$ cat src/rtl/wb_find_pkg.sv
// Shared definitions for the sequence-search host: slave register map,
// result field layout and the host FSM states.
package wb_find_pkg;

  localparam logic [31:0] CTRL_OFS    = 32'h0000_0000;
  localparam logic [31:0] STATUS_OFS  = 32'h0000_0004;
  localparam logic [31:0] RESULT_BASE = 32'h0000_0010;
  localparam int          E_LSB       = 16;

  typedef enum logic [2:0] {
    S_IDLE,
    S_RST_SET,
    S_RST_CLR,
    S_POLL,
    S_WAIT,
    S_READ,
    S_EMIT
  } state_t;

  // Index of the lowest set bit, 0 when the vector is empty.
  function automatic logic [3:0] lowest_bit(input logic [15:0] v);
    lowest_bit = 4'd0;
    for (int i = 15; i >= 0; i--) begin
      if (v[i]) lowest_bit = 4'(i);
    end
  endfunction

endpackage

$ cat src/rtl/wb_master_port.sv
// Single-transfer Wishbone classic engine. done/timeout/rdat are valid in the
// cycle the transfer ends so the caller can launch the next one right away.
module wb_master_port #(
  parameter int ACK_TIMEOUT = 255
) (
  input  logic        clk,
  input  logic        rst_n,
  input  logic        req,
  input  logic        we,
  input  logic [31:0] adr,
  input  logic [31:0] wdat,
  output logic        done,
  output logic        timeout,
  output logic [31:0] rdat,
  output logic        cyc,
  output logic        stb,
  output logic        bus_we,
  output logic [31:0] bus_adr,
  output logic [31:0] bus_dat,
  input  logic        ack,
  input  logic [31:0] bus_rdat
);

  localparam int CW = $clog2(ACK_TIMEOUT + 1);

  logic [CW-1:0] wait_cnt;

  // An ack in the final counted cycle wins over the timeout.
  assign done    = stb && ack;
  assign timeout = stb && !ack && (wait_cnt == CW'(ACK_TIMEOUT - 1));
  assign rdat    = bus_rdat;

  always_ff @(posedge clk) begin
    if (!rst_n) begin
      cyc      <= 1'b0;
      stb      <= 1'b0;
      bus_we   <= 1'b0;
      bus_adr  <= '0;
      bus_dat  <= '0;
      wait_cnt <= '0;
    end else if (stb) begin
      if (ack || timeout) begin
        cyc      <= 1'b0;
        stb      <= 1'b0;
        wait_cnt <= '0;
      end else begin
        wait_cnt <= wait_cnt + 1'b1;
      end
    end else if (req) begin
      cyc      <= 1'b1;
      stb      <= 1'b1;
      bus_we   <= we;
      bus_adr  <= adr;
      bus_dat  <= wdat;
      wait_cnt <= '0;
    end
  end

endmodule

$ cat src/rtl/wb_find_host.sv
// Wishbone initiator that resets the parallel search slave, polls its status
// and streams each finished unit's {unit, seq, e} exactly once per run.
module wb_find_host
  import wb_find_pkg::*;
#(
  parameter logic [31:0] BASE_ADR       = 32'h3000_0000,
  parameter int          SEQ_WIDTH      = 8,
  parameter int          E_WIDTH        = 16,
  parameter int          PARALLEL_UNITS = 4,
  parameter int          POLL_GAP       = 16,
  parameter int          ACK_TIMEOUT    = 255,
  localparam int         UNIT_W         = (PARALLEL_UNITS > 1) ? $clog2(PARALLEL_UNITS) : 1
) (
  input  logic                 wb_clk_i,
  input  logic                 wb_rst_ni,
  output logic                 wbm_cyc_o,
  output logic                 wbm_stb_o,
  output logic                 wbm_we_o,
  output logic [3:0]           wbm_sel_o,
  output logic [31:0]          wbm_adr_o,
  output logic [31:0]          wbm_dat_o,
  input  logic                 wbm_ack_i,
  input  logic [31:0]          wbm_dat_i,
  input  logic                 i_start,
  output logic                 o_busy,
  output logic                 o_err,
  output logic                 o_res_valid,
  input  logic                 i_res_ready,
  output logic [UNIT_W-1:0]    o_res_unit,
  output logic [SEQ_WIDTH-1:0] o_res_seq,
  output logic [E_WIDTH-1:0]   o_res_e
);

  localparam int GAP_W = $clog2(POLL_GAP + 1);
  localparam logic [PARALLEL_UNITS-1:0] ALL_UNITS = '1;

  state_t                    state;
  logic                      req, req_we, done, timeout;
  logic [31:0]               req_adr, req_dat, rdat;
  logic [PARALLEL_UNITS-1:0] reported, pending, fresh, unit_bit, pending_left;
  logic [GAP_W-1:0]          gap_cnt;
  logic [UNIT_W-1:0]         fresh_unit, next_unit;
  logic                      unused_rdat;

  function automatic logic [31:0] result_adr(input logic [UNIT_W-1:0] u);
    return BASE_ADR + RESULT_BASE + (32'(u) << 2);
  endfunction

  assign wbm_sel_o    = 4'hF;
  assign fresh        = rdat[PARALLEL_UNITS-1:0] & ~reported;
  assign unit_bit     = PARALLEL_UNITS'(1) << o_res_unit;
  assign pending_left = pending & ~unit_bit;
  assign fresh_unit   = UNIT_W'(lowest_bit(16'(fresh)));
  assign next_unit    = UNIT_W'(lowest_bit(16'(pending_left)));
  assign unused_rdat  = ^rdat;

  wb_master_port #(.ACK_TIMEOUT(ACK_TIMEOUT)) u_port (
    .clk      (wb_clk_i),
    .rst_n    (wb_rst_ni),
    .req      (req),
    .we       (req_we),
    .adr      (req_adr),
    .wdat     (req_dat),
    .done     (done),
    .timeout  (timeout),
    .rdat     (rdat),
    .cyc      (wbm_cyc_o),
    .stb      (wbm_stb_o),
    .bus_we   (wbm_we_o),
    .bus_adr  (wbm_adr_o),
    .bus_dat  (wbm_dat_o),
    .ack      (wbm_ack_i),
    .bus_rdat (wbm_dat_i)
  );

  always_ff @(posedge wb_clk_i) begin
    if (!wb_rst_ni) begin
      state       <= S_IDLE;
      req         <= 1'b0;
      req_we      <= 1'b0;
      req_adr     <= '0;
      req_dat     <= '0;
      o_busy      <= 1'b0;
      o_err       <= 1'b0;
      o_res_valid <= 1'b0;
      o_res_unit  <= '0;
      o_res_seq   <= '0;
      o_res_e     <= '0;
      reported    <= '0;
      pending     <= '0;
      gap_cnt     <= '0;
    end else begin
      req <= 1'b0;
      if (timeout) begin
        state       <= S_IDLE;
        o_err       <= 1'b1;
        o_busy      <= 1'b0;
        o_res_valid <= 1'b0;
      end else begin
        case (state)
          S_IDLE: if (i_start) begin
            o_err    <= 1'b0;
            o_busy   <= 1'b1;
            reported <= '0;
            pending  <= '0;
            state    <= S_RST_SET;
            req      <= 1'b1;
            req_we   <= 1'b1;
            req_adr  <= BASE_ADR + CTRL_OFS;
            req_dat  <= 32'd1;
          end
          S_RST_SET: if (done) begin
            state   <= S_RST_CLR;
            req     <= 1'b1;
            req_we  <= 1'b1;
            req_adr <= BASE_ADR + CTRL_OFS;
            req_dat <= '0;
          end
          S_RST_CLR: if (done) begin
            state   <= S_POLL;
            req     <= 1'b1;
            req_we  <= 1'b0;
            req_adr <= BASE_ADR + STATUS_OFS;
          end
          S_POLL: if (done) begin
            if (|fresh) begin
              pending    <= fresh;
              o_res_unit <= fresh_unit;
              state      <= S_READ;
              req        <= 1'b1;
              req_we     <= 1'b0;
              req_adr    <= result_adr(fresh_unit);
            end else if (POLL_GAP <= 1) begin
              req <= 1'b1;
            end else begin
              state   <= S_WAIT;
              gap_cnt <= GAP_W'(1);
            end
          end
          // The launch edge itself supplies the last idle cycle of the gap.
          S_WAIT: if (gap_cnt >= GAP_W'(POLL_GAP - 1)) begin
            state   <= S_POLL;
            req     <= 1'b1;
            req_we  <= 1'b0;
            req_adr <= BASE_ADR + STATUS_OFS;
          end else begin
            gap_cnt <= gap_cnt + 1'b1;
          end
          S_READ: if (done) begin
            o_res_seq   <= rdat[SEQ_WIDTH-1:0];
            o_res_e     <= rdat[E_LSB +: E_WIDTH];
            o_res_valid <= 1'b1;
            state       <= S_EMIT;
          end
          S_EMIT: if (i_res_ready) begin
            o_res_valid <= 1'b0;
            reported    <= reported | unit_bit;
            pending     <= pending_left;
            if (|pending_left) begin
              o_res_unit <= next_unit;
              state      <= S_READ;
              req        <= 1'b1;
              req_we     <= 1'b0;
              req_adr    <= result_adr(next_unit);
            end else if ((reported | unit_bit) == ALL_UNITS) begin
              state  <= S_IDLE;
              o_busy <= 1'b0;
            end else begin
              state   <= S_POLL;
              req     <= 1'b1;
              req_we  <= 1'b0;
              req_adr <= BASE_ADR + STATUS_OFS;
            end
          end
          default: state <= S_IDLE;
        endcase
      end
    end
  end

endmodule

$ cat config.mk
export PLATFORM = sky130hd
export DESIGN_NAME = wb_find_host
export DESIGN_NICKNAME = d
export VERILOG_FILES = /design/src/rtl/wb_find_pkg.sv /design/src/rtl/wb_master_port.sv /design/src/rtl/wb_find_host.sv
export SDC_FILE = /design/constraint.sdc
export NUM_CORES = 1
export LEC_CHECK = 0
export CAP_MARGIN = 10
export CORE_AREA = 2 2 119 87
export CTS_CLUSTER_SIZE = 25
export DETAILED_ROUTE_END_ITERATION = 10
export DIE_AREA = 0 0 121 89
export PLACE_DENSITY = 0.75
export SLEW_MARGIN = 0
export SYNTH_ARGS = -nofsm -noshare
export SYNTH_HDL_FRONTEND = slang
export SYNTH_SLANG_ARGS = --single-unit
export TNS_END_PERCENT = 1
$ cat constraint.sdc
create_clock -name wb_clk_i -period 2.37 [get_ports wb_clk_i]
set_input_delay 0.711 -clock wb_clk_i [delete_from_list [all_inputs] [get_ports wb_clk_i]]
set_output_delay 0.711 -clock wb_clk_i [all_outputs]
set_load 0.005 [all_outputs]
# After elaboration in Yosys (flattened, before gate mapping)
# Cells that the tools add are included.
dict set report word_totals {
  ff_bits 186
  inputBits 37
  out_inout_bits 100
  elab_cells 175
}
dict set report classes {
  n_addsub 4
  magnitude_cmp 1
  n_eq_ne 23
  shift 1
  muxes 85
  bitwise_logic 8
  reduce_logical 33
}
# cell n
set op_table {}
lappend op_table {{32-bit two-way mux} 11}
lappend op_table {{32-bit one-hot mux with 6 select lines} 1}
lappend op_table {{32-bit one-hot mux with 2 select lines} 1}
lappend op_table {{30-bit by 4-bit adder with 31-bit output (first input constant)} 2}
lappend op_table {{1-bit two-way mux} 31}
lappend op_table {{2-bit != test (second input constant)} 14}
lappend op_table {{2-bit two-way mux} 13}
lappend op_table {{3-bit two-way mux} 8}
lappend op_table {{8-bit two-way mux} 3}
lappend op_table {{3-bit one-hot mux with 7 select lines} 1}
lappend op_table {{4-bit two-way mux} 5}
lappend op_table {{2-bit nonzero test} 8}
lappend op_table {{5-bit two-way mux} 3}
lappend op_table {{4-bit one-hot mux with 3 select lines} 1}
lappend op_table {{6-bit AND reduction} 2}
lappend op_table {{5-bit one-hot mux with 2 select lines} 1}
lappend op_table {{10-bit AND reduction} 1}
lappend op_table {{5-bit AND reduction} 2}
lappend op_table {{3-bit equality test (second input constant)} 3}
lappend op_table {{8-bit by 1-bit adder with 8-bit output (second input constant)} 1}
lappend op_table {{4-bit bitwise AND} 2}
lappend op_table {{8-bit equality test (second input constant)} 1}
lappend op_table {{4-bit NOT} 2}
lappend op_table {{4-bit one-hot mux with 2 select lines} 1}
lappend op_table {{other kinds (25)} 37}

# Depth between registers and ports, before layout
# Gate-level depths: netlist of run 1.
dict set report depth {
  word_depth 11
  ltp_mapped 8
  ltp_nobuf 8
}

# Cells and area by module
# From an unflattened synthesis of run 1, not the netlist that was laid out.
dict set report hier_totals {
  hier_cells 708
  hier_area_um2 5763.0
}
# module n_inst cells_each area_each_um2 seq_area_each_um2
set by_module_without_submodules {}
lappend by_module_without_submodules {wb_master_port 1 379 3214.3 1501.4}
lappend by_module_without_submodules {wb_find_host 1 329 2548.7 1041.0}

# Worst setup path before layout of run 1
# OpenSTA, ideal clock, no wires.
dict set report synth_timing {
  kind {in2reg}
  start {input wbm_dat_i[1]}
  end {register gap_cnt[4]}
  setup_ps 70
  arrival_ps 1858
  required_time_ps 2300
  setup_slack_ps 442
  path_stages 5
  n_path_buf 0
  cell_sequence {nor2b_2 -> nor4_4 -> a32oi_2 -> or4_1 -> a21oi_1}
}
dict set report synth_via {
  elab_chain_cells 4
}
# element line
set synth_lines {}
lappend synth_lines {{from (decl)} wb_find_host.sv:23} ;# input logic [31:0] wbm_dat_i,
lappend synth_lines {{4-bit bitwise AND} wb_find_host.sv:50} ;# assign fresh = rdat[PARALLEL_UNITS-1:0] & ~reported;
lappend synth_lines {{4-bit OR reduction} wb_find_host.sv:126} ;# if (|fresh) begin
lappend synth_lines {{2-bit != test (no line)} -}
lappend synth_lines {{5-bit AND reduction (no line)} -}
lappend synth_lines {{to (signal assigned)} wb_find_host.sv:147} ;# gap_cnt <= gap_cnt + 1'b1;
lappend synth_lines {{to (decl)} wb_find_host.sv:41} ;# logic [GAP_W-1:0] gap_cnt;
# No other way between the ends.
# A chain may end at the register's enable or synchronous reset.

# Worst setup path in the final report of run 1
dict set report layout_timing {
  start {input wbm_dat_i[0]}
  end {register gap_cnt[4]}
}
# Same word-level chain as after synthesis.

==> flow_metrics.env, run 1 <==
export IMPL_ys_seq_area_share_pct=36.3
export IMPL_relSlewSlack_pct=58.9
export IMPL_design_core_area_um2=9500
export IMPL_netlist_top_cells_count="nand2_1 (90), dfxtp_1 (68), buf_4 (66)"
export IMPL_max_stage_delay_ns=0.45
export IMPL_critical_path_buf_inv_count=1
export IMPL_grt_pass1_wl_um=14900
export IMPL_start_util_pct=39.5
export IMPL_cellLeakagePower_nw=1.83
export IMPL_power_total_mw=2.97
export IMPL_path_cells="clkdlybuf4s50_1 > nor2b_1 > nor4_4 > a32oi_2 > or4_1 > a21oi_1"
export IMPL_cp_slowest_cell="or4_1"
export IMPL_ys_ff_latch=68
export IMPL_cp_required_ns=2.63
export IMPL_vias=3485
export IMPL_status="finished clean"
export IMPL_first_pass_iters=4
export IMPL_worstHoldPathType="register to register"
export IMPL_cts_clk_slew_worst_paths_ns=0.06
export IMPL_synthCells=474
export IMPL_cts_root_buf="clkbuf_16"
export IMPL_avgRoutedWirePerCell_um=13.8
export IMPL_synthFlopType="dfxtp_1"
export IMPL_setup_viol=0
export IMPL_place_inst=680
export IMPL_crit_path_end_kind="register"
export IMPL_tns_ns=0
export IMPL_drc=0
export IMPL_finalCritPeriodShare_pct=96.5
export IMPL_cts_tree="built"
export IMPL_nNetsFinal=605
export IMPL_rows=30
export IMPL_finalMaxSlewViolations=0
export IMPL_die_w_um=121
export IMPL_cts_max_path_buffers=2
export IMPL_rsz0062_at_grt="false"
export IMPL_cts_made_buffers=9
export IMPL_crit_path_max_fanout=6
export IMPL_antenna_found_initial=0
export IMPL_synthArstFlopShare_pct=0
export IMPL_fin_crit_ns=2.29
export IMPL_port_buffers=66
export IMPL_pin_count=137
export IMPL_cts_htree_levels=3
export IMPL_synth_most_common_cell="nand2_1"
export IMPL_die_area_um2=10800
export IMPL_drt_iter0_markers=278
export IMPL_grt_max_degree=27
export IMPL_ant_nets=0
export IMPL_ctsHoldBuffers=0
export IMPL_tightest_slew_ns=0.615
export IMPL_dp_final_hpwl_um=7260
export IMPL_hold_violations=0
export IMPL_antennaDiodeCount=0
export IMPL_finClkSkew_ns=0.00784
export IMPL_instances_no_fill=697
export IMPL_drt_total_wl_um=9640
export IMPL_synth_edff_count=0
export IMPL_fillers=903
export IMPL_layout_drive_gt1_share_pct=13.2
export IMPL_power_density_nw_per_um2=614
export IMPL_grt_overflow=0
export IMPL_synth_top_area_share_pct=36.3
export IMPL_synthDistinctLibCells=65
export IMPL_max_freq_ghz=0.437
export IMPL_clock_latency_ns=0.33
export IMPL_crit_family="simple AND/OR/NAND/NOR gates"
export IMPL_via_per_inst=5.00
export IMPL_multi_input_comb_area_um2=2010
export IMPL_grt_pass1_vias=3084
export IMPL_register_area_um2=1360
export IMPL_netlist_area_um2=3750
export IMPL_gp_congestion=0.938
export IMPL_area_delta_synth_final_pct=28.9
export IMPL_yosysWarnings=0
export IMPL_clock_sinks=68
export IMPL_start_kind="input port"
export IMPL_synth_area_top_cells="dfxtp_1 (36%), buf_4 (13%), nand2_1 (9.0%)"
export IMPL_syn_avg_cell_area_um2=7.92
export IMPL_criticalPathCategory="input port to register"
export IMPL_worstPathArrival_ns=2.54
export IMPL_die_height_um=89
export IMPL_ir_drop_v=0.000356
export IMPL_synth_top_cell_by_area="dfxtp_1"
export IMPL_grt_usage_pct=17.5
export IMPL_max_cap_violations=0
-- through the flow --
step / worst slack (ns) / hold slack, ns / area (µm²) / utilization (%)
floorplan: 0.442 / 0.430 / 3980 / -
global placement: -0.229 / 0.443 / 4520 / 47.6
detailed placement: -0.252 / 0.443 / 4520 / 47.6
CTS: 0.0710 / 0.452 / 4830 / 50.8
global route: 0.00903 / 0.474 / 4840 / 51.0
finish: 0.0839 / 0.453 / 4840 / 51.0
-- worst min-delay path, delay by kind of cell, from the launching register on --
| family | cells | cell delay, ns |
|---|---|---|
| AO/OA/AOI/OAI | 1 | 0.05 |
| flip-flops | 1 | 0.31 |
| AND/OR/NAND/NOR | 1 | 0.05 |
-- logic make-up after synthesis --
family / after synthesis / share of synthesized area, %
flops: 68 / 36.3
other cells: 2 / 0.200
compound gates: 124 / 21.9
fa+ha+maj: 4 / 1.33
buf+inv: 93 / 16.4
simple gates: 179 / 22.9
mux: 4 / 1.07
-- sequential cells by signal, indices dropped and copies added, names as in the netlist --
name	count
o_res_e	16
o_res_seq	8
u_port.wait_cnt	8
gap_cnt	5
pending	4
reported	4
req_adr	4
u_port.bus_adr	4
state	3
o_res_unit	2
o_busy	1
o_err	1
o_res_valid	1
req	1
req_dat	1
req_we	1
u_port.bus_dat	1
u_port.bus_we	1
u_port.cyc	1
u_port.stb	1
-- timing repair --
| item | CTS | global route |
|---|---|---|
| endpoints found under the hold margin | 0 | 0 |
| endpoints found under the setup margin | 0 | 3 |
| buffers inserted | 0 | 1 |
| gates resized for setup | 0 | 2 |
-- layer usage --
layer	vias to the layer above	part of all wire, %	GRT usage [%]	routed length [µm]
met2	125	46	28.0	4410
met4	0	0.92	4.44	89
met1	1625	47	23.3	4510
met3	11	6.6	5.42	638
met5	-	0	0	0
li1	1724	-	-	-
-- final timing paths --
kind / from / end / slack [ns] / cells after the start
hold reg to reg: o_res_valid$_SDFFE_PP0P_ / o_res_valid$_SDFFE_PP0P_ / 0.45 / 2
hold / removal: o_res_valid$_SDFFE_PP0P_ / o_res_valid$_SDFFE_PP0P_ / 0.45 / 2
setup reg to reg: gap_cnt[0]$_SDFFE_PN0P_ / gap_cnt[4]$_SDFFE_PN0P_ / 0.25 / 8
setup / recovery: wbm_dat_i[0] / gap_cnt[4]$_SDFFE_PN0P_ / 0.08 / 6
-- report_power, final --
part / total, mW / leakage [nW] / internal [mW] / switching [mW]
Sequential: 1.22 / 0.550 / 1.18 / 0.0417
Clock: 1.37 / 0.151 / 0.829 / 0.544
Combinational: 0.384 / 1.13 / 0.181 / 0.203
Total: 2.97 / 1.83 / 2.18 / 0.789
-- placed cells by master (no fill, tap or decap), types with 8 or more instances in the layout --
cell             instances
o21ai_0                 11
nand2_1                 90
clkbuf_16                9
buf_4                   36
clkdlybuf4s50_1         66
nor2_1                  21
nor2b_1                  8
a21oi_1                 56
nand3_1                  9
conb_1                  62
dfxtp_1                 68
nand2b_1                10
-- area by class of cell --
class                   instances  area share [%]
clock buffers                   9            4.65
clock inverters                 7            1.71
well taps                     128            3.31
repair buffers                104            20.1
flip-flops and latches         68            28.1
multi-input cells             373            41.5
inverters                       8           0.620
Power figures use the tool's default switching activity.
==> run 2: changes to the inputs <==
--- a/config.mk
+++ b/config.mk
@@ -6,11 +6,13 @@
 export NUM_CORES = 1
 export LEC_CHECK = 0
 export CAP_MARGIN = 10
-export CORE_AREA = 2 2 119 87
+export CELL_PAD_IN_SITES_DETAIL_PLACEMENT = 1
+export CELL_PAD_IN_SITES_GLOBAL_PLACEMENT = 1
+export CORE_AREA = 2 2 133 96
 export CTS_CLUSTER_SIZE = 25
 export DETAILED_ROUTE_END_ITERATION = 10
-export DIE_AREA = 0 0 121 89
-export PLACE_DENSITY = 0.75
+export DIE_AREA = 0 0 135 98
+export PLACE_DENSITY = 0.83
 export SLEW_MARGIN = 0
 export SYNTH_ARGS = -nofsm -noshare
 export SYNTH_HDL_FRONTEND = slang
==> run 2 against run 1 <==
Combinational power is essentially flat. Maximum frequency shrank 0.56%. Hold slack gained 0.0013 ns. Total power grew 2.1%. Count of clock-buffer cells in the layout grew 2. Die area grew 23%. Via count grew 1.2%. Global-route usage shrank 0.65 points. Largest power group unchanged. Wire length grew 13%. Clock skew shrank 0.0033 ns. Clock power grew 5%.
==> flow_metrics.env, run 2 (same netlist as run 1, synthesis figures left out) <==
export IMPL_status="finished clean"
export IMPL_hold_violations=0
export IMPL_dp_final_hpwl_um=8380
export IMPL_ir_drop_v=0.000401
export IMPL_cts_max_path_buffers=2
export IMPL_cp_required_ns=2.64
export IMPL_gp_congestion=0.872
export IMPL_area_delta_synth_final_pct=29.1
export IMPL_max_stage_delay_ns=0.44
export IMPL_largest_register_ffs=16
export IMPL_clock_latency_ns=0.33
export IMPL_rsz0062_at_grt="true"
export IMPL_largest_register="o_res_e"
export IMPL_power_density_nw_per_um2=626
export IMPL_crit_path_end_kind="register"
export IMPL_worstHoldPathType="register to register"
export IMPL_finClkSkew_ns=0.00452
export IMPL_cts_tree="built"
export IMPL_crit_path_max_fanout=6
export IMPL_design_core_area_um2=12100
export IMPL_die_height_um=98
export IMPL_cp_slowest_cell="clkdlybuf4s50_1"
export IMPL_mostFrequentLayoutCell="nand2_1"
export IMPL_ctsHoldBuffers=0
export IMPL_drt_total_wl_um=10900
export IMPL_port_buffers=66
export IMPL_grt_max_degree=36
export IMPL_place_inst=711
export IMPL_cellLeakagePower_nw=1.83
export IMPL_post_cts_repair_setup_buffers=0
export IMPL_fin_crit_ns=2.30
export IMPL_start_kind="input port"
export IMPL_cts_root_buf="clkbuf_16"
export IMPL_rows=34
export IMPL_cts_made_buffers=9
export IMPL_first_pass_iters=4
export IMPL_drt_iter0_markers=150
export IMPL_antenna_found_initial=0
export IMPL_setup_viol=0
export IMPL_rrSetupSlack_ns=0.29
export IMPL_top_regs="o_res_e x16, o_res_seq x8, u_port.wait_cnt x8"
export IMPL_layout_drive_gt1_share_pct=11.9
export IMPL_relSlewSlack_pct=62.8
export IMPL_grt_pass1_vias=3585
export IMPL_max_cap_violations=0
export IMPL_antennaDiodeCount=0
export IMPL_worstPathArrival_ns=2.57
export IMPL_critical_path_buf_inv_count=1
export IMPL_die_w_um=135
export IMPL_cts_clk_slew_worst_paths_ns=0.05
export IMPL_clock_sinks=68
export IMPL_via_per_inst=4.86
export IMPL_instances_no_fill=726
export IMPL_drc=0
export IMPL_fillers=1488
export IMPL_tightest_slew_ns=0.557
export IMPL_start_util_pct=31.1
export IMPL_finalCritPeriodShare_pct=97.0
export IMPL_pin_count=137
export IMPL_fin_util_pct=40.1
export IMPL_avgRoutedWirePerCell_um=15.1
export IMPL_mostFrequentLayoutCells="nand2_1 (90), dfxtp_1 (68), clkdlybuf4s50_1 (66)"
export IMPL_path_cells="clkdlybuf4s50_1 > nor2b_1 > nor4_4 > a32oi_2 > or4_1 > a21oi_1"
export IMPL_grt_usage_pct=16.9
export IMPL_vias=3528
export IMPL_cts_htree_levels=3
export IMPL_nNetsFinal=601
export IMPL_ant_nets=0
export IMPL_grt_pass1_wl_um=17700
export IMPL_crit_family="simple AND/OR/NAND/NOR gates"
export IMPL_grt_overflow=0
export IMPL_max_freq_ghz=0.435
export IMPL_die_area_um2=13200
export IMPL_criticalPathCategory="input port to register"
export IMPL_finalMaxSlewViolations=0
export IMPL_cts_resized=0
==> run 2: changes by cell type in the layout (fill, tap and decap cells not counted), moves of 2 or more <==
cell,previous run,this run
buf_4,36,34
nor2b_1,8,10
inv_6,2,0
buf_12,2,0
clkinv_4,4,1
nor2b_2,3,1
==> run 2: tightest hold or removal path, stage by stage, from the launching register on <==
cell	delay, ns
dfxtp_1	0.31
nand2_1	0.05
a21oi_1	0.05
==> run 2: stage by stage <==
stage                     TNS, ns  area (µm²)  worst slack [ns]  hold slack [ns]  power (mW)
after floorplan                 0        3980             0.442            0.430        1.51
after global placement      -1.98        4510            -0.219            0.441        1.60
after detailed placement    -4.98        4510            -0.290            0.449        1.61
after CTS                       0        4830            0.0593            0.459        3.06
after global routing      -0.0289        4850           -0.0182            0.481        3.17
final                           0        4850            0.0711            0.454        3.04
==> run 2: final cells by class <==
type | instances | area, µm² | share of cell area, %
clock buffer | 11 | 243 | 5.01
inverter | 8 | 30.0 | 0.619
timing repair buffer | 100 | 916 | 18.9
sequential | 68 | 1360 | 28.1
tap | 162 | 203 | 4.18
clock inverter | 4 | 73.8 | 1.52
multi-input combinational | 373 | 2020 | 41.7
==> run 2: final timing paths <==
kind,start,endpoint,cells after the start
min reg2reg,o_res_valid$_SDFFE_PP0P_,o_res_valid$_SDFFE_PP0P_,2
max reg2reg,gap_cnt[0]$_SDFFE_PN0P_,req_adr[2]$_SDFFE_PN0P_,9
min,o_res_valid$_SDFFE_PP0P_,o_res_valid$_SDFFE_PP0P_,2
max,wbm_dat_i[0],gap_cnt[4]$_SDFFE_PN0P_,6
==> run 2: report_power, final <==
group / internal (mW) / total, mW / leakage (nW) / switching [mW]
combinational: 0.171 / 0.381 / 1.12 / 0.209
clock: 0.944 / 1.44 / 0.156 / 0.496
sequential: 1.18 / 1.22 / 0.550 / 0.0409
total: 2.29 / 3.04 / 1.83 / 0.746
==> run 2: metal layers <==
layer,up-vias,wire length (µm),global-route usage [%]
met2,75,5340,28.3
li1,1708,-,-
met4,0,131,4.33
met1,1733,5000,21.5
met5,-,0,0
met3,12,465,4.57
